===== src/rtl/retire_monitor.sv =====
// retire_monitor: observes RET_W retire slots per cycle and keeps saturating
// cycle / instruction / idle counters. It latches a final status on halt or on
// illegal retirement.
// Optional feature: define RETIRE_MON_WATCHDOG_EN to build a no-progress
// watchdog. After WD_CYCLES consecutive idle RUN cycles it ends the run with
// status 3.
module retire_monitor #(
    parameter int RET_W     = 2,
    parameter int CNT_W     = 32,
    parameter int WD_CYCLES = 1024
) (
    input  logic                  clk,
    input  logic                  rst,
    input  logic                  start,
    input  logic                  clear,
    input  logic [RET_W-1:0]      retire_valid,
    input  logic [RET_W-1:0]      retire_halt,
    input  logic [RET_W-1:0]      retire_illegal,
    input  logic [RET_W*64-1:0]   retire_npc,
    output logic [CNT_W-1:0]      cycle_count,
    output logic [CNT_W-1:0]      instr_count,
    output logic [CNT_W-1:0]      idle_count,
    output logic [63:0]           last_npc,
    output logic [3:0]            status,
    output logic                  done
);

    localparam int SC_W = $clog2(RET_W + 1);

    typedef enum logic [1:0] {S_IDLE, S_RUN, S_DONE} state_t;
    state_t state;

    if (RET_W < 1 || RET_W > 8 || CNT_W < 8 || CNT_W > 64 || WD_CYCLES < 2) begin : g_param_err
        $error("retire_monitor: parameter out of range");
    end

    // blk[i] is set once some lower slot has terminated the run this cycle.
    // Every slot above that point is masked off.
    logic [RET_W:0]   blk;
    logic [RET_W-1:0] cnt_slot;
    logic [RET_W-1:0] term_slot;

    assign blk[0] = 1'b0;
    for (genvar i = 0; i < RET_W; i++) begin : g_slot
        assign cnt_slot[i]  = retire_valid[i] & ~blk[i];
        assign term_slot[i] = cnt_slot[i] & (retire_halt[i] | retire_illegal[i]);
        assign blk[i+1]     = blk[i] | term_slot[i];
    end

    logic [SC_W-1:0] n_cnt;
    logic [63:0]     npc_sel;
    logic            term_any;
    logic            term_ill;
    logic            wd_hit;

    // Count the retiring slots and pick the NPC of the highest counted slot.
    always_comb begin
        n_cnt   = '0;
        npc_sel = '0;
        for (int i = 0; i < RET_W; i++) begin
            n_cnt = n_cnt + SC_W'(cnt_slot[i]);
            if (cnt_slot[i]) npc_sel = retire_npc[i*64 +: 64];
        end
        term_any = blk[RET_W];
        term_ill = |(term_slot & retire_illegal);
    end

    function automatic logic [CNT_W-1:0] sat_add(input logic [CNT_W-1:0] a,
                                                 input logic [CNT_W-1:0] b);
        logic [CNT_W:0] s;
        s = {1'b0, a} + {1'b0, b};
        return s[CNT_W] ? '1 : s[CNT_W-1:0];
    endfunction

`ifdef RETIRE_MON_WATCHDOG_EN
    localparam int WD_W = $clog2(WD_CYCLES + 1);
    logic [WD_W-1:0] streak;
    logic [WD_W-1:0] streak_nxt;

    assign streak_nxt = streak + WD_W'(1);
    assign wd_hit     = (n_cnt == '0) && (streak_nxt == WD_W'(WD_CYCLES));

    // Idle streak: held at zero outside RUN, so entering RUN starts it fresh.
    always_ff @(posedge clk) begin
        if (rst || state != S_RUN || n_cnt != '0) streak <= '0;
        else                                      streak <= streak_nxt;
    end
`else
    assign wd_hit = 1'b0;
`endif

    // Main state machine. All outputs are registered here.
    always_ff @(posedge clk) begin
        if (rst || (clear && state != S_IDLE)) begin
            state       <= S_IDLE;
            cycle_count <= '0;
            instr_count <= '0;
            idle_count  <= '0;
            last_npc    <= '0;
            status      <= 4'd0;
            done        <= 1'b0;
        end else begin
            case (state)
                S_IDLE: if (start) state <= S_RUN;
                S_RUN: begin
                    cycle_count <= sat_add(cycle_count, CNT_W'(1));
                    instr_count <= sat_add(instr_count, CNT_W'(n_cnt));
                    if (n_cnt == '0) idle_count <= sat_add(idle_count, CNT_W'(1));
                    else             last_npc   <= npc_sel;
                    if (term_any) begin
                        state  <= S_DONE;
                        done   <= 1'b1;
                        status <= term_ill ? 4'd2 : 4'd1;
                    end else if (wd_hit) begin
                        state  <= S_DONE;
                        done   <= 1'b1;
                        status <= 4'd3;
                    end
                end
                S_DONE: ;
                default: state <= S_IDLE;
            endcase
        end
    end

endmodule


===== config.mk =====
export PLATFORM = sky130hd
export DESIGN_NAME = retire_monitor
export DESIGN_NICKNAME = d
export VERILOG_FILES = /design/src/rtl/retire_monitor.sv
export SDC_FILE = /design/constraint.sdc
export NUM_CORES = 1
export LEC_CHECK = 0
export BUFFER_PORTS_ARGS = -buffer_cell sky130_fd_sc_hd__buf_2
export CAP_MARGIN = 20
export CORE_MARGIN = 8
export CORE_UTILIZATION = 25
export CTS_CLUSTER_SIZE = 25
export DETAILED_ROUTE_END_ITERATION = 16
export GPL_ROUTABILITY_DRIVEN = 0
export SETUP_SLACK_MARGIN = 0.1
export SYNTH_ARGS = -nofsm -noshare
export SYNTH_HDL_FRONTEND = slang
export SYNTH_SLANG_ARGS = --single-unit

===== constraint.sdc =====
create_clock -name clk -period 4.2 [get_ports clk]
set_input_delay 1.05 -clock clk [delete_from_list [all_inputs] [get_ports clk]]
set_output_delay 1.05 -clock clk [all_outputs]
set_load 0.02 [all_outputs]

==> reports/qor.yml <==
status:
  status: "completed"
layout:
  final_cell_mix: "buf_2 (300), dfxtp_1 (165), nand2_1 (101)"
  layout_commonest_cell: "buf_2"
  area_delta_synth_final_pct: 33.01
  finalNetCount: 1337
  final_cell_area_sq_um: 10230
  fin_util_pct: 33.62
  drive_above_1_share_pct: 30.18
route:
  dr.pass1.iters: 5
  vias_per_cell: 4.944
  finalWirelength_mm: 27.38
  wl_per_cell_um: 17.08
  vias: 7926
  drcViolationCount: 0
  ant_nets: 0
  drt-initial-drc-count: 471
yosys:
  yosysTopAreaCell: "dfxtp_1"
  netlist_instances: 928
  netlist.area_leader.share_pct: 42.95
  synth_edf_count: 0
  syn_area_sq_um: 7691
  ys_top_cells_by_area: "dfxtp_1 (43%), a311oi_1 (7.6%), nand3_1 (5.8%)"
  synth_cell_type_count: 51
  yosys_warnings: 0
  post_synth.cell_area_avg_sq_um: 8.288
  synth-seq-area-share_pct: 42.95
  synth_top_flop_cell: "dfxtp_1"
  synth_seq_cells: 165
  async_flop_share_pct: 0
cts:
  post_cts_resized: 0
  clk_path_buf_depth: 2
  cts_buffers: 17
  hold_buffers: 0
  cts_setup_buffers: 0
  clk_pin_slew_ns: 0.07
  h-tree-depth: 4
  tritoncts: "yes"
  root_buffer: "clkbuf_16"
  clock_sinks: 165
  clk_latency_ns: 0.44
place:
  place_area_sq_um: 9552
  io_buffer_count: 300
  dp_hpwl_mm: 20.25
timing:
  fin_skew_ns: 0.006750
  min_period_over_period_pct: 77.28
  finalHoldViolCount: 0
  setup_viol: 0
  max_freq_ghz: 0.3081
  drv_slew: 0
  rsz0062_at_grt: "no"
  worst_pin_slew_ns: 0.9003
  fin_crit_ns: 3.246
  finalSetupTns_ns: 0
  relSlewSlack_pct: 39.43
power:
  vdd_drop_max_uv: 247.9
  leakage_nw: 4.176
  pwr_density_cell_nw_per_um2: 382.6
worst_setup_path:
  cp_data_arrival_time_ns: 3.61
  critical_path_class: "input pin to flip-flop"
  path_cells: "buf_2, o21ai_0, nand2_2, inv_2, ha_1, ha_1, inv_1, fa_1, or3_1, nor2_2, nand3_2, buf_4, a21oi_1"
  crit_top_cell: "ha_1"
  slowest_delay_ns: 0.45
  path_max_fanout: 14
  end_kind: "flip-flop"
  ff2ff_path_depth: 4
  worst_ep_required_time_ns: 4.57
  critPathSlowestCell: "or3_1"
  startpoint_type: "input pin"
global_route:
  grt_pass1_vias: 7888
  grt_max_degree: 75
  grt_usage_pct: 14.72
  grt-ovfl-total: 0
  antenna_found_initial: 4
  grt_pass1_wl_mm: 43.21
floorplanning:
  die_x_um: 191.4
  die_h_um: 191.4
  core_sq_um: 30430
  die_area_sq_um: 36630
  rows: 64
  io_pins: 303
  start_util_pct: 25.28
worst_hold_path:
  min_path_type: "flip-flop to flip-flop"
  worstHoldPathCells: 2
flow_run:
  cap_violations: 0
[critical path: cells and delay by family]
family	cells	cell delay, ns
adders and majority gates	3	0.86
and+or+nand+nor	4	0.93
AOI/OAI and AO/OA	2	0.31
buffers and inverters	4	0.45
[through the flow]
stage | worst slack, ns | instances | hold slack [ns] | total power (W)
floorplan | 0.6689 | 929 | 0.5168 | 0.001972
global placement | 0.4885 | 1569 | 0.4573 | 0.002178
detailed placement | 0.4761 | 1569 | 0.4824 | 0.002180
CTS | 0.9426 | 1601 | 0.4971 | 0.003975
global route | 0.7582 | 1602 | 0.5097 | 0.004088
finish | 0.9543 | 1603 | 0.4881 | 0.003914
[worst paths after layout]
kind / to / start / slack [ns]
hold reg to reg: done / done / 0.49
hold / removal: done / done / 0.49
setup / recovery: instr_count[19] / retire_valid[0] / 0.95
setup reg to reg: idle_count[19] / state[0] / 1.86
[report_power, final]
group	total [W]	internal, W	switching [W]
sequential	0.00166	0.00162	0.0000383
combinational	0.000475	0.000168	0.000307
clock	0.00178	0.00108	0.000696
total	0.00391	0.00287	0.00104
[synth_stat cells (all sizes together) (5+ instances only)]
master	instances
nor4	10
inv	9
nand4	29
a31oi	11
nor2	93
and4	20
xnor2	39
a211oi	6
or3	5
dfxtp	165
nor3	25
nand3	90
a311oi	67
o21ai	20
xor2	30
nor4b	5
clkbuf	50
nand2	102
a21oi	75
buf	21
and2	9
and3	16
ha	5
[state kept, by name, summed over array words and instances, names as in the netlist]
register and cells:
last_npc 64, cycle_count 32, idle_count 32, instr_count 32
state 2, status 2, done 1
[layout make-up]
type	instances	area [sq um]
antenna	1	2.502
timing repair buffer	316	1654
fill	3245	20200
clock buffer	18	439.2
clock inverter	14	221.5
multi-input combinational	684	4080
tap	396	495.5
sequential	165	3303
inverter	9	33.78
[kinds of logic (layout without fill, tap and decap cells)]
logic type,count (synthesis),count (layout),synth area share [%]
AOI/OAI and AO/OA,187,187,16.20
and+or+nand+nor,418,418,27.33
adders and majority gates,6,6,1.074
xor gates and xnor gates,69,69,7.857
buffers and inverters,80,357,4.278
muxes,2,2,0.2603
other,1,3,0.04876
DFF,165,165,42.95
[routing by layer]
| layer | global-route usage, % | up-vias | part of all wire, % |
|---|---|---|---|
| li1 | - | 3903 | - |
| met1 | 17.65 | 3680 | 42 |
| met2 | 22.87 | 294 | 45 |
| met3 | 6.439 | 43 | 9.6 |
| met4 | 5.743 | 6 | 2.6 |
| met5 | 0 | - | 0.14 |
(Power assumes the default switching activity.)
